<file path="config.mk">
export PLATFORM = sky130hd
export DESIGN_NAME = rr_mux_stream
export DESIGN_NICKNAME = d
export VERILOG_FILES = /design/src/rtl/rr_mux_stream_pkg.sv /design/src/rtl/rr_mux_stream_rr_arbiter.sv /design/src/rtl/rr_mux_stream.sv
export SDC_FILE = /design/constraint.sdc
export NUM_CORES = 1
export LEC_CHECK = 0
export ABC_AREA = 1
export CELL_PAD_IN_SITES_DETAIL_PLACEMENT = 0
export CELL_PAD_IN_SITES_GLOBAL_PLACEMENT = 1
export CORE_ASPECT_RATIO = 0.75
export CORE_MARGIN = 2
export CORE_UTILIZATION = 28
export CTS_CLUSTER_DIAMETER = 120
export DETAILED_ROUTE_END_ITERATION = 8
export PLACE_DENSITY = 0.92
export SKIP_CTS_REPAIR_TIMING = 1
export SYNTH_ARGS = -nofsm -noshare
export SYNTH_HDL_FRONTEND = slang
export SYNTH_SLANG_ARGS = --single-unit
</file>
<file path="constraint.sdc">
create_clock -name clk -period 6.56 [get_ports clk]
set_input_delay 1.312 -clock clk [delete_from_list [all_inputs] [get_ports clk]]
set_output_delay 1.312 -clock clk [all_outputs]
set_load 0.1 [all_outputs]
</file>
<file path="src/rtl/rr_mux_stream_pkg.sv">
// Shared constants and helpers for the round-robin streaming mux.
package rr_mux_stream_pkg;

   localparam logic MODE_RR    = 1'b0;
   localparam logic MODE_FIXED = 1'b1;

   // Index width that never collapses to zero bits.
   function automatic int unsigned idx_w(input int unsigned n);
      return (n <= 2) ? 1 : $clog2(n);
   endfunction

endpackage

</file>
<file path="src/rtl/rr_mux_stream_rr_arbiter.sv">
// Combinational arbiter: round-robin from a pointer or fixed lowest-index priority.
module rr_arbiter
   import rr_mux_stream_pkg::*;
#(
   parameter int unsigned NUM_CH = 8,
   parameter int unsigned SEL_W  = idx_w(NUM_CH)
) (
   input  logic [NUM_CH-1:0] i_req,
   input  logic [SEL_W-1:0]  i_ptr,
   input  logic              i_mode,
   output logic [NUM_CH-1:0] o_gnt,
   output logic [SEL_W-1:0]  o_idx,
   output logic              o_any
);

   // Scan from farthest to nearest candidate so the nearest requester wins.
   always_comb begin
      int unsigned j;
      logic [SEL_W-1:0] w_cand;
      o_gnt  = '0;
      o_idx  = '0;
      o_any  = |i_req;
      j      = 0;
      w_cand = '0;
      if (i_mode == MODE_FIXED) begin
         for (int i = NUM_CH - 1; i >= 0; i--) begin
            w_cand = SEL_W'(i);
            if (i_req[w_cand]) o_idx = w_cand;
         end
      end else begin
         for (int k = NUM_CH - 1; k >= 0; k--) begin
            j = 32'(i_ptr) + 32'(k);
            if (j >= NUM_CH) j = j - NUM_CH;
            w_cand = SEL_W'(j);
            if (i_req[w_cand]) o_idx = w_cand;
         end
      end
      o_gnt[o_idx] = o_any;
   end

endmodule

</file>
<file path="src/rtl/rr_mux_stream.sv">
// NUM_CH:1 streaming mux with runtime round-robin / fixed-priority selection
// and a single registered output stage.
// Optional packet locking: define RR_MUX_STREAM_PACKET_LOCK_EN.
module rr_mux_stream
   import rr_mux_stream_pkg::*;
#(
   parameter int unsigned WIDTH  = 8,
   parameter int unsigned NUM_CH = 8,
   parameter int unsigned SEL_W  = idx_w(NUM_CH)
) (
   input  logic                    clk,
   input  logic                    rst,
   input  logic [NUM_CH*WIDTH-1:0] in_data,
   input  logic [NUM_CH-1:0]       in_valid,
`ifdef RR_MUX_STREAM_PACKET_LOCK_EN
   input  logic [NUM_CH-1:0]       in_last,
`endif
   output logic [NUM_CH-1:0]       in_ready,
   input  logic                    mode,
   output logic [WIDTH-1:0]        out_data,
   output logic [SEL_W-1:0]        out_sel,
   output logic                    out_valid,
   input  logic                    out_ready,
   output logic                    out_last
);

   logic [WIDTH-1:0]  r_out_data;
   logic [SEL_W-1:0]  r_out_sel;
   logic              r_out_valid;
   logic [SEL_W-1:0]  r_rr_ptr;
   logic [NUM_CH-1:0] w_req;
   logic [NUM_CH-1:0] w_gnt;
   logic [SEL_W-1:0]  w_idx;
   logic              w_any;
   logic              w_load;
   logic              w_xfer;
   logic [SEL_W-1:0]  w_ptr_nxt;

   assign w_load    = ~r_out_valid | out_ready;
   assign w_xfer    = w_any & w_load & ~rst;
   assign w_ptr_nxt = (w_idx == SEL_W'(NUM_CH - 1)) ? '0 : w_idx + SEL_W'(1);

`ifdef RR_MUX_STREAM_PACKET_LOCK_EN
   logic r_lock;
   logic r_out_last;

   // While a packet is open only the channel that owns it may be granted.
   assign w_req    = r_lock ? (in_valid & (NUM_CH'(1) << r_out_sel)) : in_valid;
   assign out_last = r_out_last;
`else
   assign w_req    = in_valid;
   assign out_last = 1'b0;
`endif

   rr_arbiter #(
      .NUM_CH (NUM_CH),
      .SEL_W  (SEL_W)
   ) u_arb (
      .i_req  (w_req),
      .i_ptr  (r_rr_ptr),
      .i_mode (mode),
      .o_gnt  (w_gnt),
      .o_idx  (w_idx),
      .o_any  (w_any)
   );

   assign in_ready = (w_load & ~rst) ? w_gnt : '0;

   // Output stage: capture the granted word, drain when empty, hold on stall.
   always_ff @(posedge clk) begin
      if (rst) begin
         r_out_data  <= '0;
         r_out_sel   <= '0;
         r_out_valid <= 1'b0;
         r_rr_ptr    <= '0;
`ifdef RR_MUX_STREAM_PACKET_LOCK_EN
         r_lock      <= 1'b0;
         r_out_last  <= 1'b0;
`endif
      end else if (w_load) begin
         if (w_xfer) begin
            r_out_data  <= in_data[w_idx*WIDTH +: WIDTH];
            r_out_sel   <= w_idx;
            r_out_valid <= 1'b1;
`ifdef RR_MUX_STREAM_PACKET_LOCK_EN
            r_lock      <= ~in_last[w_idx];
            r_out_last  <= in_last[w_idx];
            if (in_last[w_idx]) r_rr_ptr <= w_ptr_nxt;
`else
            r_rr_ptr    <= w_ptr_nxt;
`endif
         end else begin
            r_out_valid <= 1'b0;
         end
      end
   end

   assign out_data  = r_out_data;
   assign out_sel   = r_out_sel;
   assign out_valid = r_out_valid;

endmodule

</file>
After elaboration in Yosys (flattened, before gate mapping)
Cells that the tools add are included.
Word-level totals
  output and inout port bits: 21
  bits of input ports: 76
  bits in registers: 15
  word-level logic and storage cells: 104
Cells by class
  multiplexer cells: 54
  shift operators: 1
  equality and inequality tests: 1
  bitwise gates (word level): 7
  order comparisons: 18
  reductions and logical operators: 3
  $add $sub $neg: 16
Operator list (count)
  $mux W3: 34
  $shiftx A64 B7 Y8: 1
  $lt A3 B4 Y1 const B: 9
  $ge A4 B4 Y1 const B: 7
  $bmux W1 S3: 8
  $sub A3 B1 Y3 const B: 8
  $add A3 B3 Y4 const B: 4
  $mux W1: 10
  $add A3 B2 Y4 const B: 2
  $and A8 B8 Y8: 1
  $mux W8: 1
  $reduce_or A8 Y1: 1
  $add A3 B1 Y4 const B: 1
  $ge A3 B4 Y1 const B: 1
  $add A3 B1 Y3 const B: 1
  $and A1 B1 Y1: 3
  $demux W1 S3: 1
  $eq A3 B3 Y1 const B: 1
  $ge A3 B1 Y1 const B: 1
  $not A1 Y1: 2
  $reduce_and A2 Y1: 1
  $logic_and A1 B1 Y1: 1
  $or A1 B1 Y1: 1

Longest topological paths before layout
  word-level depth: 21
  depth in mapped cells: 27

By module
Synthesis repeated with hierarchy kept, for this count alone.
Second synthesis, totals
  cells, all modules: 476
  area, all modules: 2486.1 um^2
Modules (own cells, without submodules)
  rr_mux_stream: times used 1, cells an instance 300, area each 1581.5 um^2, seq. area each 300.3 um^2
  rr_arbiter: times used 1, cells an instance 176, area each 904.6 um^2, seq. area each 0.0 um^2

Least setup slack after synthesis
OpenSTA, ideal clock, no wires.
  kind: input-to-output
  start point: in in_valid[2]
  end point: out in_ready[1]
  data arrival time: 4.594 ns
  stages: 20
  setup slack: 0.654 ns
  buffers on the path: 1
  cells stage by stage: nand2_1 > nand3_1 > nand3_1 > nand2_2 > inv_2 > nand2_1 > nand2_1 > nand2_1 > nand2_1 > nand2_1 > nand2_1 > nand2_1 > nand2_2 > nand2_4 > nand2_4 > buf_6 > inv_2 > nor2_2 > inv_2 > nor3_1
Between the ends
  word-level cells in the longest chain between the ends: 17
  elaborated cells between the ends (all ways): 36
  classes of those cells: order compare: 2; mux: 31; bitwise: 1; reduce/logical: 2
Ends and longest elaborated chain
  start: declaration: line rr_mux_stream.sv:14  | input logic [NUM_CH-1:0] in_valid,
  $bmux W1 S3: line rr_mux_stream_rr_arbiter.sv:35  | if (i_req[w_cand]) o_idx = w_cand;
  $mux W1 (implied by the code): line rr_mux_stream_rr_arbiter.sv:35
  $mux W3 (8 in series): line rr_mux_stream_rr_arbiter.sv:35
  $mux W3: line rr_mux_stream_rr_arbiter.sv:25  | if (i_mode == MODE_FIXED) begin
  $lt A3 B4 Y1 (implied by the code) or $ge A3 B1 Y1 (tied branches): line rr_mux_stream_rr_arbiter.sv:38  | o_gnt[o_idx] = o_any;
  $logic_and A1 B1 Y1 (implied by the code): line rr_mux_stream_rr_arbiter.sv:38
  $mux W1 (implied by the code): line rr_mux_stream_rr_arbiter.sv:38
  $demux W1 S3
  $and A8 B8 Y8 (no line) (*)
  $mux W8 (*): line rr_mux_stream.sv:67  | assign in_ready = (w_load & ~rst) ? w_gnt : '0;
  end: declaration: line rr_mux_stream.sv:18  | output logic [NUM_CH-1:0] in_ready,
Every way passes the cells marked *; elsewhere a longest branch is shown, timed or not. The select of a mux whose other input is x is not followed.

Final worst setup path
  start point: in in_valid[5]
  end point: out in_ready[5]
The elaborated chain is that of the path after synthesis.

==> summary.md <==
| Metric | Value |
|---|---|
| Status | `finished clean` |
| DRC | `0` |
| Setup crit start kind | `input port` |
| Arr. time, crit path | `4.24 ns` |
| Least-Margin Pin Slew | `0.980 ns` |
| Vias in the first global route | `2,489` |
| Num ports | `97` |
| Hold slack | `0.478 ns` |
| Routability cong. | `0.944` |
| Total grt overflow | `0` |
| Flop pwr share | `0.138` |
| Total of max-cap violations | `0` |
| Final Skew | `0.00570 ns` |
| Area growth syn-to-layout | `48.2%` |
| Synth area leaders | `nand2_1 (31%), nand3_1 (20%), dfxtp_1 (14%)` |
| Leak Pwr | `1.70 nW` |
| Sw power | `0.547 mW` |
| Crit Path Max Fanout | `35` |
| Setup_tns | `0 ns` |
| Area of the die | `0.00841 sq mm` |
| Period utilisation layout | `0.847` |
| Worst-path clk slew | `0.06 ns` |
| Area leader, netlist | `nand2_1` |
| Finished Core Util | `0.431` |
| Via-to-Cell Ratio | `4.62` |
| Top-area cell type share of the netlist area | `0.312` |
| Largest net degree at the start of global routing | `36` |
| Max_slew headroom | `0.344` |
| Root buffer cell | `clkbuf_8` |
| Sequential cell area | `300 sq um` |
| Setup-failing EPs final | `0` |
| Pre-CTS setup slack | `1.05 ns` |
| Multi-input gate area | `0.00148 sq mm` |
| Worst Slack Setup Final | `1.00 ns` |
| All-Layer GR Usage | `0.173` |
| Synthesized instance count | `430` |
| DRT Wirelength | `7.41 mm` |
| Starting Density | `0.291` |
| RSZ-0062 raised after global routing | `no` |
| CTS Sinks | `15` |
| Clk buf depth | `2` |
| Placed instance area | `0.00314 sq mm` |
| Synth warnings | `0` |
| Initial antenna violation count | `0` |
| Core region area | `0.00740 sq mm` |
| Pint | `0.380 mW` |
| Tmin final | `5.56 ns` |
| Share of cells above drive strength 1 | `0.0739` |
| Final hold vios | `0` |
| Final HPWL DP | `5.87 mm` |
| Yosys reg bits | `15` |
| Vias | `2,843` |
| Fin nets | `593` |
| Clock Power Share | `0.079` |
| Horiz. Die Dim | `105 microns` |
| Fillcell total | `785` |
| Global-route wire length before repair | `12.0 mm` |
| H-tree levels | `1` |
| CP endpoint kind | `primary output` |
| Avg Inst Size Synth | `5.00 sq um` |
| Iteration-0 DRC Markers | `245` |
| VDD IR max | `0.000157 V` |
| Slew Viols, Final | `0` |
| Die Span Y | `79.9 microns` |
| CTS tree | `built` |
| PwrDens | `291 mW/mm^2` |
| Std cell rows | `27` |
| Part of the Yosys area used for sequential elements | `0.140` |
| Comb power frac | `0.783` |
| Cts bufs inserted | `3` |
| Port Buf Inserts | `95` |
| Fmax | `0.180 GHz` |
| Drt pass-1 iters | `5` |
| CP Data Required Time | `5.25 ns` |
| Post-Layout Inst Area | `0.00319 sq mm` |
| Hold Path Class | `reg2reg` |
| Critical path class | `in2out` |
| Cell Area, Synth | `0.00215 sq mm` |
| ANT nets after route | `0` |
| Syn Nets | `508` |
| Insertion delay to the later sink of the worst-skew pair | `0.25 ns` |
| Switching Share | `0.590` |
| Netlist cell types | `27` |
| Ant. Diodes | `0` |
| Drt wl/cell | `12.1 microns` |
[cells by family after synthesis]
| kind of cell | share of synthesized area |
|---|---|
| and+or+nand+nor | 0.625 |
| adders and majority gates | 0.0116 |
| xor gates and xnor gates | 0.00407 |
| AOI/OAI and AO/OA | 0.0448 |
| buffers and inverters | 0.173 |
| DFF | 0.140 |
| other | 0.00174 |
[registers in the layout (all words and copies together) (netlist names)]
register,cells
out_data,8
out_sel,3
out_valid,1
r_rr_ptr,3
[worst max-delay path, cell delays in order]
cell	delay [ns]
clkdlybuf4s50_1	0.57
nand2_1	0.11
nand3_1	0.15
nand3_2	0.12
nand2_2	0.13
nand2_1	0.06
nand2_1	0.05
nand2_1	0.04
nand2_1	0.05
nand2_1	0.05
nand2_1	0.05
nand2_1	0.06
nand2_2	0.09
nand2_4	0.21
nand2_4	0.37
inv_2	0.07
nor2_2	0.12
inv_2	0.06
nor3_1	0.31
buf_12	0.23
[per-layer routing]
layer  up-vias  routed length (microns)  track usage
met4         0                       65       0.0360
li1       1498                        -            -
met2       104                     3160        0.264
met5         -                        0            0
met1      1233                     3610        0.247
met3         8                      576       0.0367
[metrics by stage]
step | power, mW | std cells
final | 0.927 | 615
after global routing | 1.02 | 615
after CTS | 0.924 | 615
after detailed placement | 0.848 | 611
after global placement | 0.851 | 611
after floorplan | 0.681 | 430
[cell usage after synthesis (all sizes together)]
| library cell | count |
|---|---|
| nand2 | 186 |
| nand3b | 8 |
| clkbuf | 4 |
| nor2 | 21 |
| o21ai | 5 |
| inv | 69 |
| buf | 14 |
| nand3 | 86 |
| conb | 1 |
| o311ai | 1 |
| xnor2 | 1 |
| nand4 | 1 |
| ha | 2 |
| o211ai | 1 |
| a21oi | 11 |
| nor3 | 2 |
| nor4 | 2 |
| dfxtp | 15 |
[final timing paths]
check | startpoint | endpoint | slack (ns) | cells after the start
max reg2reg | r_rr_ptr[0]$_SDFFE_PP0P_ | out_data[2]$_SDFFE_PP0P_ | 3.00 | 25
max | in_valid[5] | in_ready[5] | 1.00 | 20
min reg2reg | out_sel[0]$_SDFFE_PP0P_ | out_sel[0]$_SDFFE_PP0P_ | 0.48 | 2
min | out_sel[0]$_SDFFE_PP0P_ | out_sel[0]$_SDFFE_PP0P_ | 0.48 | 2
[placed cells by master (no fill, tap or decap), drive strengths merged]
master and n:
clkdlybuf4s50 87, nand3 86, nand3b 8, xnor2 1
nand4 1, nor3 2, o211ai 1, buf 11
conb 1, nor4 2, clkbuf 4, o21ai 5
o311ai 1, dfxtp 15, ha 2, nor2 21
inv 69, a21oi 11, nand2 186
[layout make-up]
class | count | share of cell area
multi-input cells | 328 | 0.464
flip-flops and latches | 15 | 0.0942
clock buffers | 4 | 0.0141
repair buffers | 98 | 0.307
inverters | 69 | 0.0813
well taps | 101 | 0.0397
[power groups by stage]
stage / clock network [mW] / logic [mW] / registers, mW
after floorplan: 0 / 0.459 / 0.222
after global placement: 0 / 0.722 / 0.129
after detailed placement: 0 / 0.719 / 0.129
after CTS: 0.0758 / 0.721 / 0.127
after global routing: 0.0806 / 0.806 / 0.130
final: 0.0733 / 0.726 / 0.128
Note: power is estimated with default switching activity, not from simulation.
==> RTL edit 1: new RTL, config.mk and constraints unchanged <==
Set the parameter `WIDTH` to 10 (it was 8).
--- a/src/rtl/rr_mux_stream.sv
+++ b/src/rtl/rr_mux_stream.sv
@@ -6,3 +6,3 @@
 #(
-   parameter int unsigned WIDTH  = 8,
+   parameter int unsigned WIDTH  = 10,
    parameter int unsigned NUM_CH = 8,
Ports: changed (resized in_data and out_data); port bits go from 97 to 115. The function was not compared with the original's and may differ.
==> RTL edit 1 against the unedited design <==
Area after synthesis increased by 5.1%; synthesized cell count is 4.9% higher; sequential cell count up 2; total power increased by 58%; maximum frequency up 2.3%; count of clock-buffer cells in the layout stayed put; final cell count is 6.8% higher; first-iteration DRC count is 29% lower; setup slack improved by 0.12 ns; critical path type unchanged; sequential power increased by 38%; design area rose by 12%; critical path depth did not move; wire length up 14%.
==> RTL edit 1: results (changes against the unedited design) <==
outcome: "finished clean"
grt_usage_pct: 19.4  # +2.1 points
crit_start: "in_valid[7]"
yosysUniqueCellTypes: 25  # -7.4%
grt_pass1_wl_mm: 13.7  # +15%
globalplace.congestion: 0.931  # -1.4%
yosys-top-cells-area: "nand2_1, nand3_1, dfxtp_1"
nets: 648  # +9.3%
firstDrtPassIters: 4  # -1
async_reset_ff_share_pct: 0  # unchanged
synth_nets: 546  # +7.5%
peakVddDrop_uv: 345  # +120%
grt_max_degree: 42  # +17%
synth_xor_area_share_pct: 0.387  # -0.020 points
crit-reg2reg-launch: "r_rr_ptr[0]$_SDFFE_PP0P_"
grt_pass1_vias: 3027  # +22%
yosysSeqAreaShare_pct: 15.1  # +1.1 points
synth_compound_area_share_pct: 6.81  # +2.3 points
place_hpwl_mm: 6.93  # +18%
crit_path_top_delay_cell: "clkdlybuf4s50_1"
p_leak_nw: 1.77  # +4.1%
vias_per_cell: 4.70  # +1.7%
synth_fa_ha_area_share_pct: 1.66  # +0.50 points
rr_worst_depth: 23  # -8.0%
p_clk_share_pct: 5.4  # -2.5 points
drive_above_1_share_pct: 5.62  # -1.8 points
p_seq_w: 0.000176  # +38%
relSlewSlack_pct: 34.6  # +0.12 points
cellPowerDensity_nw_per_um2: 412  # +42%
fin_skew_ns: 0.00476  # -0.000937 ns
r2r_end: "out_data[6]$_SDFFE_PP0P_"
synthTopCellsByCount: "nand2_1, nand3_1, nor2_1"
worstSetupEndpoint: "in_ready[2]"
drt_iter0_drc: 174  # -29%
numPortBuffers: 113  # +19%
path_max_fanout: 31  # -11%
max_stage_delay_ns: 0.54  # -0.03 ns
r2r_slack_ns: 2.77  # -0.23 ns
synth_ff_type: "dfxtp_1"
nFillCells: 848  # +8.0%
largest_reg_flops: 10  # +2
switching_share_pct: 62.0  # +3.0 points
cp.arrival_ns: 4.12  # -0.12 ns
hp-class: "flip-flop to flip-flop"
placed_cell_area_um2: 3510  # +12%
wirelength_mm: 8.46  # +14%
RTL edit 1: cell count changes after synthesis, sizes merged, moves of 2 or more:
cell	unedited run	this run
nand3	86	81
nor2	21	44
a21oi	11	20
nand2	186	196
nor4	2	0
o21ai	5	7
dfxtp	15	17
inv	69	47
clkbuf	4	6
nand3b	8	10
RTL edit 1: how the worst min path moves through the flow:
stage,to,cells after the start,slack (ns),from
finish,out_sel[0]$_SDFFE_PP0P_,2,0.48,out_sel[0]$_SDFFE_PP0P_
global route,out_sel[0]$_SDFFE_PP0P_,2,0.51,out_sel[0]$_SDFFE_PP0P_
CTS,out_sel[0]$_SDFFE_PP0P_,2,0.49,out_sel[0]$_SDFFE_PP0P_
detailed placement,out_sel[0]$_SDFFE_PP0P_,2,0.48,out_sel[0]$_SDFFE_PP0P_
global placement,out_sel[0]$_SDFFE_PP0P_,2,0.48,out_sel[0]$_SDFFE_PP0P_
floorplan,r_rr_ptr[1]$_SDFFE_PP0P_,3,0.58,r_rr_ptr[1]$_SDFFE_PP0P_
RTL edit 1: cell type report:
class	instances	share of cell area (%)
clock buffers	4	1.27
inverters	48	5.13
well taps	105	3.69
flip-flops and latches	17	9.56
multi-input cells	365	45.3
repair buffers	118	35.1
RTL edit 1: critical path: cells and delay by family:
| family | cells | cell delay (ns) |
|---|---|---|
| buffers and inverters | 4 | 1.00 |
| and+or+nand+nor | 16 | 1.80 |
RTL edit 1: metal layers:
metal	global-route usage [%]	share of wire (%)
met5	0	0
met4	2.82	0.82
met3	3.97	7.4
met2	35.2	48
met1	24.4	44
RTL edit 1: metrics by stage:
step	instances	power [W]	setup slack (ns)
final	657	0.00147	1.13
after global routing	657	0.00160	0.822
after CTS	657	0.00147	1.14
after detailed placement	653	0.00139	1.17
after global placement	653	0.00139	1.19
after floorplan	451	0.00109	1.38
==> RTL edit 2: new RTL, same settings <==
Made on the original files. Add an input register stage for `mode`; this delays it by one clock. The other inputs are not delayed to match.
--- a/src/rtl/rr_mux_stream.sv
+++ b/src/rtl/rr_mux_stream.sv
@@ -25,2 +25,8 @@
 );
+
+   logic mode_q;
+
+   always_ff @(posedge clk) begin
+      mode_q <= mode;
+   end
 
@@ -60,3 +66,3 @@
       .i_ptr  (r_rr_ptr),
-      .i_mode (mode),
+      .i_mode (mode_q),
       .o_gnt  (w_gnt),
Formal check against the unedited RTL: not equivalent (Yosys sat finds a counterexample within 4 cycles, from zero or initial values and one cycle with rst high).
==> RTL edit 2 against the unedited design <==
Register-to-register slack lost 0.09 ns; critical path type unchanged; clock skew shrank 0.0034 ns; area after synthesis rose by 0.23%; synthesized cell count fell by 0.93%; wire length shrank 3.0%; sequential cell count increased by 1; core utilization is 0.42 points higher; largest cell class unchanged; setup slack improved by 0.0033 ns; total power increased by 38%; critical endpoint is now in_ready[4]; final cell count down 0.81%; design area up 0.98%; highest routed layer unchanged; count of clock-buffer cells in the layout stayed put.
==> RTL edit 2: results (changes against the unedited design) <==
p_leak_nw: 1.71  # +0.24%
multi_input_area_share_pct: 45.6  # -0.76 points
buf_share_pct: 30.9  # +0.25 points
max_stage_delay_ns: 0.59  # +0.02 ns
comb_power_share_pct: 80.9  # +2.6 points
yosysSeqAreaShare_pct: 14.9  # +0.90 points
final-clk-cell-share_pct: 1.71  # +0.30 points
nNonClkInverters: 66  # -4.3%
wl_met1_mm: 3.23  # -11%
vias_per_cell: 4.68  # +1.2%
outcome: "finished clean"
dp_cells: 606  # -0.82%
rr_worst_depth: 22  # -12%
yosys-top-cells-area: "nand2_1, nand3_1, dfxtp_1"
post-place-ws_ns: 1.02  # -0.0271 ns
crit_start: "in_valid[6]"
globalplace.congestion: 0.878  # -7.0%
grt_use_met2_pct: 31.1  # +4.7 points
synth.avg_cell_area_um2: 5.06  # +1.2%
cellPowerDensity_nw_per_um2: 398  # +37%
grt_pass1_wl_mm: 11.9  # -0.17%
internal-power_w: 0.000499  # +31%
wl_met2_mm: 3.34  # +5.7%
relSlewSlack_pct: 33.1  # -1.3 points
nets: 588  # -0.84%
multi_input_cells: 326  # -0.61%
use_met3_pct: 4.57  # +0.90 points
path_max_fanout: 21  # -40%
synthTopCellsByCount: "nand2_1, nand3_1, inv_1"
synth-seq-cells: 16  # +1
p_clk_share_pct: 6.9  # -1.0 points
worstSetupEndpoint: "in_ready[4]"
yosysUniqueCellTypes: 29  # +7.4%
use_met1_pct: 20.7  # -4.0 points
drt_iter0_drc: 136  # -44%
grt_max_degree: 35  # -2.8%
hp-start: "out_sel[2]$_SDFFE_PP0P_"
drive_above_1_share_pct: 7.27  # -0.12 points
placed_cell_area_um2: 3160  # +0.68%
firstDrtPassIters: 4  # -1
wirelength_mm: 7.19  # -3.0%
wl_met3_um: 579  # +0.52%
min_period_over_period_pct: 84.7  # about the same
area.sequential_um2: 320  # +6.7%
grt_usage_pct: 17.0  # -0.28 points
## RTL edit 2: worst min-delay path by stage
stage / cells after the start / endpoint / slack, ns
finish: 2 / out_sel[2]$_SDFFE_PP0P_ / 0.47
global route: 2 / out_sel[2]$_SDFFE_PP0P_ / 0.50
CTS: 2 / out_sel[2]$_SDFFE_PP0P_ / 0.48
detailed placement: 2 / out_sel[2]$_SDFFE_PP0P_ / 0.46
global placement: 2 / out_sel[2]$_SDFFE_PP0P_ / 0.46
floorplan: 3 / r_rr_ptr[1]$_SDFFE_PP0P_ / 0.63
## RTL edit 2: logic make-up (layout without fill, tap and decap cells)
logic type / after synthesis / count (layout) / share of synthesized area, %
AND/OR/NAND/NOR: 305 / 305 / 61.9
XOR/XNOR: 1 / 1 / 0.406
other: 1 / 1 / 0.174
AO/OA/AOI/OAI: 17 / 17 / 4.41
buffers and inverters: 84 / 167 / 17.1
flip-flops: 16 / 16 / 14.9
adder cells (fa/ha/maj): 2 / 2 / 1.16
